--- src/rtl/cpu_pkg.sv ---
// cpu_pkg - shared definitions for the 8-bit CPU sequencing control unit.
//   * opcode encodings (ALU ops 0x0-0xB, then LDI/JMP/NOP/HALT)
//   * control FSM state encoding
//   * instruction field bit positions
//   * data / instruction widths
package cpu_pkg;

  localparam int LARG_DADO  = 8;
  localparam int LARG_INSTR = 16;
  localparam int NUM_REGS   = 4;

  // Instruction fields: [15:12] op, [11:10] rd, [9:8] rs, [7:0] imm
  localparam int OP_MSB  = 15;
  localparam int OP_LSB  = 12;
  localparam int RD_MSB  = 11;
  localparam int RD_LSB  = 10;
  localparam int RS_MSB  = 9;
  localparam int RS_LSB  = 8;
  localparam int IMM_MSB = 7;
  localparam int IMM_LSB = 0;

  localparam logic [3:0] OP_ZERO  = 4'h0;
  localparam logic [3:0] OP_ADD   = 4'h1;
  localparam logic [3:0] OP_SUB   = 4'h2;
  localparam logic [3:0] OP_MUL   = 4'h3;
  localparam logic [3:0] OP_DIV   = 4'h4;
  localparam logic [3:0] OP_AND   = 4'h5;
  localparam logic [3:0] OP_OR    = 4'h6;
  localparam logic [3:0] OP_NOTA  = 4'h7;
  localparam logic [3:0] OP_XOR   = 4'h8;
  localparam logic [3:0] OP_XNOR  = 4'h9;
  localparam logic [3:0] OP_PASSA = 4'hA;
  localparam logic [3:0] OP_NOTA2 = 4'hB;
  localparam logic [3:0] OP_LDI   = 4'hC;
  localparam logic [3:0] OP_JMP   = 4'hD;
  localparam logic [3:0] OP_NOP   = 4'hE;
  localparam logic [3:0] OP_HALT  = 4'hF;

  typedef enum logic [2:0] {
    INICIO  = 3'd0,
    BUSCA   = 3'd1,
    DECOD   = 3'd2,
    EXEC    = 3'd3,
    ESCRITA = 3'd4,
    PARADO  = 3'd5
  } estado_t;

  // Everything below LDI goes straight to the ALU.
  function automatic logic eh_ula(input logic [3:0] op);
    return (op <= OP_NOTA2);
  endfunction

endpackage

--- src/rtl/banco_registradores.sv ---
// banco_registradores - 4 x 8-bit register file.
//   clk, rst_n      : clock, asynchronous active-low reset (all registers -> 0)
//   we, sel_w, dado_w : single write port
//   sel_a / dado_a  : read port (rd operand)
//   sel_b / dado_b  : read port (rs operand)
//   dbg_sel / dbg_dado : debug read port
// All reads are combinational.
module banco_registradores
  import cpu_pkg::*;
(
  input  logic                 clk,
  input  logic                 rst_n,
  input  logic                 we,
  input  logic [1:0]           sel_w,
  input  logic [LARG_DADO-1:0] dado_w,
  input  logic [1:0]           sel_a,
  output logic [LARG_DADO-1:0] dado_a,
  input  logic [1:0]           sel_b,
  output logic [LARG_DADO-1:0] dado_b,
  input  logic [1:0]           dbg_sel,
  output logic [LARG_DADO-1:0] dbg_dado
);

  logic [NUM_REGS-1:0][LARG_DADO-1:0] regs;

  always_ff @(posedge clk or negedge rst_n) begin
    if (!rst_n) regs <= '0;
    else if (we) regs[sel_w] <= dado_w;
  end

  assign dado_a   = regs[sel_a];
  assign dado_b   = regs[sel_b];
  assign dbg_dado = regs[dbg_sel];

endmodule

--- src/rtl/unidade_controle.sv ---
// unidade_controle - sequencing control unit of the 8-bit CPU.
// Fetches 16-bit instructions over a req/ack handshake, decodes them, drives
// the external ALU operands/opcode and writes results back to a 4x8 register
// file.
//   clk, rst_n            : clock, asynchronous active-low reset
//   instr_req/instr_addr  : fetch request (held until ack) and address (= pc)
//   instr_ack/instr_dado  : memory acknowledge, instruction valid with ack
//   ula_a/ula_b/ula_opcode: registered ALU inputs
//   ula_saida             : combinational ALU result
//   parado                : high after HALT
//   erro_div              : sticky division-by-zero flag
//   dbg_sel/dbg_dado      : register-file debug read
module unidade_controle
  import cpu_pkg::*;
#(
  parameter int LARG_PC = 8
) (
  input  logic                  clk,
  input  logic                  rst_n,
  output logic                  instr_req,
  output logic [LARG_PC-1:0]    instr_addr,
  input  logic                  instr_ack,
  input  logic [LARG_INSTR-1:0] instr_dado,
  output logic [LARG_DADO-1:0]  ula_a,
  output logic [LARG_DADO-1:0]  ula_b,
  output logic [3:0]            ula_opcode,
  input  logic [LARG_DADO-1:0]  ula_saida,
  output logic                  parado,
  output logic                  erro_div,
  input  logic [1:0]            dbg_sel,
  output logic [LARG_DADO-1:0]  dbg_dado
);

  estado_t               estado;
  logic [LARG_PC-1:0]    pc;
  logic [LARG_INSTR-1:0] ir;
  logic [LARG_DADO-1:0]  resultado;

  logic [3:0]           op;
  logic [1:0]           rd, rs;
  logic [LARG_DADO-1:0] imm;
  logic [LARG_DADO-1:0] dado_rd, dado_rs;
  logic                 we;
  logic [LARG_DADO-1:0] dado_w;

  assign op  = ir[OP_MSB:OP_LSB];
  assign rd  = ir[RD_MSB:RD_LSB];
  assign rs  = ir[RS_MSB:RS_LSB];
  assign imm = ir[IMM_MSB:IMM_LSB];

  assign instr_addr = pc;

  // Write-back happens only in ESCRITA; NOP passes through ESCRITA for the
  // pc update but must not touch the register file.
  assign we     = (estado == ESCRITA) && (eh_ula(op) || op == OP_LDI);
  assign dado_w = (op == OP_LDI) ? imm : resultado;

  banco_registradores u_banco (
    .clk      (clk),
    .rst_n    (rst_n),
    .we       (we),
    .sel_w    (rd),
    .dado_w   (dado_w),
    .sel_a    (rd),
    .dado_a   (dado_rd),
    .sel_b    (rs),
    .dado_b   (dado_rs),
    .dbg_sel  (dbg_sel),
    .dbg_dado (dbg_dado)
  );

  always_ff @(posedge clk or negedge rst_n) begin
    if (!rst_n) begin
      estado     <= INICIO;
      pc         <= '0;
      ir         <= '0;
      resultado  <= '0;
      ula_a      <= '0;
      ula_b      <= '0;
      ula_opcode <= '0;
      instr_req  <= 1'b0;
      parado     <= 1'b0;
      erro_div   <= 1'b0;
    end else begin
      case (estado)
        INICIO: begin
          instr_req <= 1'b1;
          estado    <= BUSCA;
        end
        BUSCA: begin
          if (instr_ack) begin
            ir        <= instr_dado;
            instr_req <= 1'b0;
            estado    <= DECOD;
          end
        end
        DECOD: begin
          if (eh_ula(op)) begin
            ula_a      <= dado_rd;
            ula_b      <= dado_rs;
            ula_opcode <= op;
            estado     <= EXEC;
          end else begin
            case (op)
              OP_JMP: begin
                pc        <= LARG_PC'(imm);
                instr_req <= 1'b1;
                estado    <= BUSCA;
              end
              OP_HALT: begin
                parado <= 1'b1;
                estado <= PARADO;
              end
              default: estado <= ESCRITA;  // LDI, NOP
            endcase
          end
        end
        EXEC: begin
          // ula_b holds R[rs], so it is the divisor for OP_DIV.
          if (ula_opcode == OP_DIV && ula_b == '0) begin
            resultado <= '1;
            erro_div  <= 1'b1;
          end else begin
            resultado <= ula_saida;
          end
          estado <= ESCRITA;
        end
        ESCRITA: begin
          pc        <= pc + LARG_PC'(1);
          instr_req <= 1'b1;
          estado    <= BUSCA;
        end
        PARADO: estado <= PARADO;
        default: begin
          instr_req <= 1'b0;
          estado    <= INICIO;
        end
      endcase
    end
  end

endmodule

--- config.mk ---
export PLATFORM = sky130hd
export DESIGN_NAME = unidade_controle
export DESIGN_NICKNAME = d
export VERILOG_FILES = /design/src/rtl/cpu_pkg.sv /design/src/rtl/banco_registradores.sv /design/src/rtl/unidade_controle.sv
export SDC_FILE = /design/constraint.sdc
export NUM_CORES = 1
export LEC_CHECK = 0
export BUFFER_PORTS_ARGS = -buffer_cell sky130_fd_sc_hd__buf_2
export CORE_MARGIN = 4
export CORE_UTILIZATION = 61
export CTS_CLUSTER_SIZE = 14
export DETAILED_ROUTE_END_ITERATION = 8
export PLACE_DENSITY = 0.84
export SLEW_MARGIN = 20
export SYNTH_ARGS = -nofsm -noshare
export SYNTH_HDL_FRONTEND = slang
export SYNTH_SLANG_ARGS = --single-unit
--- constraint.sdc ---
create_clock -name clk -period 3 [get_ports clk]
set_input_delay 0.9 -clock clk [delete_from_list [all_inputs] [get_ports clk]]
set_output_delay 0.9 -clock clk [all_outputs]
set_load 0.005 [all_outputs]
==> results of run 1 <==
## final timing paths
check	cells after the start	slack, ps	end	start
max	3	210	dbg_dado[6]	dbg_sel[0]
min	1	480	erro_div	erro_div
max reg2reg	4	920	u_banco.regs[29]	estado[2]
min reg2reg	1	480	erro_div	erro_div
max in group asynchronous	2	1870	u_banco.regs[21]	rst_n
min in group asynchronous	1	490	instr_req	rst_n
## sequential cells by signal, indices dropped and copies added (netlist names)
name          flops
ir               16
estado            3
parado            1
u_banco.regs     32
instr_req         1
ula_b             8
erro_div          1
ula_opcode        4
ula_a             8
resultado         8
instr_addr        8
## layout make-up
type / instances / area (um2) / area share [%]
Clock inverter: 4 / 51.30 / 1.037
Sequential cell: 90 / 2252 / 45.54
Clock buffer: 12 / 145.1 / 2.934
Inverter: 4 / 15.01 / 0.3036
Tap cell: 96 / 120.1 / 2.429
Timing Repair Buffer: 69 / 365.4 / 7.387
Multi-Input combinational cell: 192 / 1997 / 40.37
## per-stage QoR
| stage | power, uW | util [%] | worst slack [ps] |
|---|---|---|---|
| floorplan | 3868 | - | 439.9 |
| global placement | 4446 | 69.14 | 213.8 |
| detailed placement | 4570 | 69.14 | 209.6 |
| CTS | 5400 | 72.00 | 206.1 |
| global route | 5728 | 72.00 | 165.0 |
| finish | 5385 | 72.00 | 210.2 |
## kinds of logic after synthesis
logic type      count (synthesis)  share of synthesized area (%)
mux                            97                          31.29
flops                          90                          51.77
simple gates                   55                          7.996
compound gates                 39                          6.212
buf+inv                        20                          2.444
fa+ha+maj                       1                         0.2876
## layer usage
metal	wire (um)	global-route usage, %	vias up
li1	-	-	1280
met1	3980	31.73	1492
met2	4675	37.22	93
met3	482	4.387	15
met4	116	8.787	0
met5	0	0	-
## cell usage in the layout (no fill, tap or decap), drive strengths merged, types with 2 or more instances in the layout
cell	synthesis	layout
mux2	72	72
nand3b	3	3
nand4	2	2
nor2	14	14
o21ai	11	11
o21bai	3	3
nor4	2	2
nand2	14	14
nor3	3	3
a22oi	2	2
mux4	24	24
nand2b	2	2
buf	15	69
inv	4	4
dfrtp	90	90
nand3	8	8
a21oi	7	7
o22a	8	8
nor3b	3	3
clkbuf	1	12
o32ai	3	3
clkinv	0	2
## where the power goes
part | total (uW) | internal, uW | switching, uW
logic | 2070 | 1270 | 795
registers | 2490 | 1800 | 685
clock network | 826 | 409 | 418
## worst max-delay path: stages
cell and delay (ps):
buf_2 280, mux4_2 560, buf_2 150
==> results.tsv, run 1 <==
stage	metric	value	unit
yosys	syn_inst	302	
global_routing	grt_pass1_wl	15060	um
finish	nNetsFinal	396	
floorplan	die_area	8547	um2
yosys	yosys-top-cells-count	dfrtp_1 (90), mux2_2 (71), mux4_2 (24)	
yosys	synth_area_leaders	dfrtp_1 (52%), mux2_2 (18%), mux4_2 (12%)	
flow_run	cap_violations	0	
routing	drt-pass1-iter-count	4	
cts	clockBufferDepth	2	
routing	vias	2880	
sta	fmax	0.3585	GHz
global_routing	grt_start_max_net_pins	56	
setup_path	arrival	1890	ps
global_routing	overflow	0	
sta	fin_tns_setup	0	ps
floorplan	core	6869	um2
worst_hold_path	hold_path_class	reg2reg	
finish	syn_to_final_growth	13.69	%
yosys	yosysMostFrequentCell	dfrtp_1	
yosys	synth-seq-cells	90	
floorplan	num_rows	30	
yosys	synth_cell_type_count	42	
place	dpl_cell_area	4750	um2
sta	timing.hold.ws	479.5	ps
sta	finalCritPeriodShare	92.99	%
sta	setup_violations	0	
place	gp_congestion	0.9046	
setup_path	worstSetupPathType	in2out	
finish	antennaDiodeCount	0	
cts	clk_pin_slew	80	ps
yosys	synth_edf_count	0	
cts	cts_tree	done	
global_routing	antenna_found_initial	0	
floorplan	dieWidth	92.45	um
sta	relSlewSlack	42.43	%
global_routing	grt_pass1_vias	2894	
cts	cts.sinks	90	
power	vdd_drop_max	0.5069	mV
finish	design_area	4946	um2
floorplan	die_y	92.45	um
yosys	synth.largest_area_cell	dfrtp_1	
yosys	syn_area	4350	um2
yosys	yosysSeqAreaShare	51.77	%
finish	instances_no_fill	467	
routing	ant_nets	0	
global_routing	grtUsageTotal	23.20	%
yosys	synth-async-reset-ratio	100.0	%
sta	min_period	2790	ps
cts	cts_resized	0	
sta	worst_pin_slew	861.5	ps
setup_path	cp_max_fo	8	
yosys	yosys_warnings	0	
place	dp_hpwl	6432	um
cts	clockRootBuffer	clkbuf_8	
yosys	syn-mean-instance-area	14.41	um2
power	leakagePower	0.002234	uW
cts	cts_made_buffers	9	
cts	clock_latency	360	ps
floorplan	io-pin-count	68	
routing	wl	9255	um
status	outcome	finished, final reports clean	
setup_path	cp-start-kind	input pin	
cts	holdBufCountCts	0	
sta	finClkSkew	8.471	ps
setup_path	setup.worst_path.end_class	output port	
sta	rsz0062_at_grt	no	
routing	drc_errors	0	
yosys	ys.flop_type	dfrtp_1	
yosys	synth_nets	332	
place	place_inst	451	
sta	final_hold_viol_count	0	
routing	avgRoutedWirePerCell	19.82	um
cts	cts_max_level	3	
setup_path	required	2100	ps
floorplan	start_util	63.33	%
finish	fillers	474	
power	powerDensity	1089	nW/um2
sta	slew_violations	0	
routing	vias_per_cell	6.167	
place	io_buffers	67	
finish	drive_gt1_share	50.94	%
routing	first_iter_violations	191	
yosys	synth_top_area_share	51.77	%
cts	cts_setup_buffers	0	
(Power assumes the default switching activity.)
==> run 2: changes to the inputs <==
--- a/config.mk
+++ b/config.mk
@@ -7,10 +7,10 @@
 export LEC_CHECK = 0
 export BUFFER_PORTS_ARGS = -buffer_cell sky130_fd_sc_hd__buf_2
 export CORE_MARGIN = 4
-export CORE_UTILIZATION = 61
+export CORE_UTILIZATION = 57
 export CTS_CLUSTER_SIZE = 14
 export DETAILED_ROUTE_END_ITERATION = 8
-export PLACE_DENSITY = 0.84
+export PLACE_DENSITY = 0.79
 export SLEW_MARGIN = 20
 export SYNTH_ARGS = -nofsm -noshare
 export SYNTH_HDL_FRONTEND = slang
==> constraint.sdc (replaced) <==
create_clock -name clk -period 3.15 [get_ports clk]
set_input_delay 0.945 -clock clk [delete_from_list [all_inputs] [get_ports clk]]
set_output_delay 0.945 -clock clk [all_outputs]
set_load 0.005 [all_outputs]
==> results.tsv, run 2 (synthesis results as in run 1) <==
stage	metric	value	unit	change
status	outcome	finished, final reports clean		unchanged
floorplan	dieWidth	95.37	um	was 92.45 um
cts	cts_tree	done		unchanged
global_routing	grtUsageTotal	22.53	%	was 23.20%
cts	cts_max_level	3		unchanged
cts	clk_pin_slew	90	ps	was 80 ps
cts	clockBufferDepth	2		unchanged
place	dp_hpwl	6571	um	was 6432 um
cts	cts_setup_buffers	0		unchanged
setup_path	slowest_delay	550	ps	was 560 ps
global_routing	grt_start_max_net_pins	68		was 56
cts	clockRootBuffer	clkbuf_8		unchanged
finish	largest_register_ffs	32		unchanged
setup_path	cp_slowest_cell	mux4_2		unchanged
setup_path	worstSetupPathType	in2out		unchanged
cts	holdBufCountCts	0		unchanged
finish	syn_to_final_growth	14.96	%	was 13.69%
finish	multiInputGateArea	1997	um2	unchanged
finish	antennaDiodeCount	0		unchanged
setup_path	arrival	1920	ps	was 1890 ps
global_routing	antenna_found_initial	0		unchanged
cts	cts.sinks	90		unchanged
global_routing	grt_pass1_wl	15170	um	was 15060 um
setup_path	cp-start-kind	input pin		unchanged
sta	fmax	0.3491	GHz	
sta	setup_violations	0		unchanged
cts	clock_latency	360	ps	about the same
global_routing	grt_pass1_vias	2924		was 2894
setup_path	cp_max_fo	8		unchanged
power	leakagePower	0.002258	uW	was 0.002234 uW
sta	fin_ws	285.3	ps	was 210.2 ps
setup_path	rr_startpoint	estado[1]		was estado[2]
finish	mostFrequentLayoutCells	dfrtp_1 (90), mux2_2 (71), buf_2 (66)		unchanged
finish	nNetsFinal	396		unchanged
routing	vias_per_cell	6.004		was 6.167
setup_path	path_delay_family	multiplexers		unchanged
setup_path	reg2reg_depth	3		was 4
finish	reg_top3	u_banco.regs (32), ir (16)		unchanged
floorplan	die_area	9094	um2	was 8547 um2
sta	fin_tns_setup	0	ps	unchanged
setup_path	path_cells	buf_2, mux4_2, buf_2		unchanged
routing	first_iter_violations	140		was 191
place	post-place-ws	271.0	ps	was 209.6 ps
setup_path	required	2200	ps	was 2100 ps
routing	vias	2822		was 2880
routing	avgRoutedWirePerCell	19.72	um	was 19.82 um
routing	ant_nets	0		unchanged
setup_path	cpMostUsedCell	buf_2		unchanged
routing	drt-pass1-iter-count	4		unchanged
finish	final_util	68.22	%	was 72.00%
sta	min_period	2865	ps	
cts	cts_resized	0		unchanged
cts	cts_made_buffers	9		unchanged
setup_path	cp.buffers_inverters	2		unchanged
place	gp_congestion	0.8996		was 0.9046
finish	layout_commonest_cell	dfrtp_1		unchanged
finish	regMostFlops	u_banco.regs		unchanged
floorplan	num_rows	31		was 30
power	vdd_drop_max	0.5041	mV	was 0.5069 mV
place	io_buffers	67		unchanged
sta	final_hold_viol_count	0		unchanged
setup_path	critPathLaunch	dbg_sel[0]		unchanged
routing	wl	9270	um	was 9255 um
finish	drive_gt1_share	51.48	%	was 50.94%
sta	slew_violations	0		unchanged
floorplan	start_util	59.34	%	was 63.33%
sta	finalCritPeriodShare	90.94	%	
sta	rsz0062_at_grt	no		unchanged
floorplan	die_y	95.37	um	was 92.45 um
finish	fillers	517		was 474
floorplan	io-pin-count	68		unchanged
routing	drc_errors	0		unchanged
setup_path	cp_num_cells	3		unchanged
sta	finClkSkew	15.14	ps	was 8.471 ps
worst_hold_path	hold_path_class	in2async		was reg2reg
setup_path	setup.worst_path.end_class	output port		unchanged
flow_run	cap_violations	0		unchanged
floorplan	core	7331	um2	was 6869 um2
sta	worst_pin_slew	864.3	ps	was 861.5 ps
global_routing	overflow	0		unchanged
finish	layout.area.seq	2252	um2	unchanged
power	powerDensity	1058	nW/um2	was 1089 nW/um2
sta	relSlewSlack	42.24	%	was 42.43%
[run 2: metrics by stage]
stage	power [uW]	hold WS [ps]	instance area [um2]	instances
global placement	4251	455.0	4753	454
CTS	5330	480.1	5001	470
detailed placement	4369	463.5	4753	454
global route	5649	498.9	5001	470
floorplan	3683	460.2	4350	302
finish	5291	475.9	5001	470
[run 2: routing by layer]
metal | vias to the layer above | GRT usage [%] | wire length (um)
met5 | - | 0 | 0
met4 | 0 | 8.413 | 155
met3 | 12 | 4.183 | 441
met2 | 84 | 36.68 | 4731
met1 | 1456 | 30.36 | 3942
li1 | 1270 | - | -
[run 2: worst register-to-register path: cells and delay by family (launching register included)]
| kind | cells | cell delay, ps |
|---|---|---|
| multiplexers | 1 | 520 |
| AND/OR/NAND/NOR | 2 | 910 |
| flip-flops | 1 | 550 |
[run 2: worst paths after layout]
path	slack, ps	end
worst max-delay path	290	dbg_dado[6]
worst min-delay path	480	estado[2]
worst max register to register	1070	ula_b[3]
worst min register to register	480	erro_div
max in group asynchronous	2010	ula_a[6]
min in group clk	480	erro_div
[run 2: final cells by class]
class                   instances  area share, %
inverters                       4         0.3002
multi-input cells             192          39.93
repair buffers                 69          7.305
clock inverters                 7          2.477
clock buffers                   9          2.477
well taps                      99          2.477
flip-flops and latches         90          45.03
[run 2: report_power, final]
part | internal (uW) | leakage (uW) | total (uW) | switching, uW
registers | 1720 | 0.00109 | 2370 | 648
logic | 1210 | 0.00105 | 1970 | 755
clock network | 534 | 0.000120 | 956 | 423
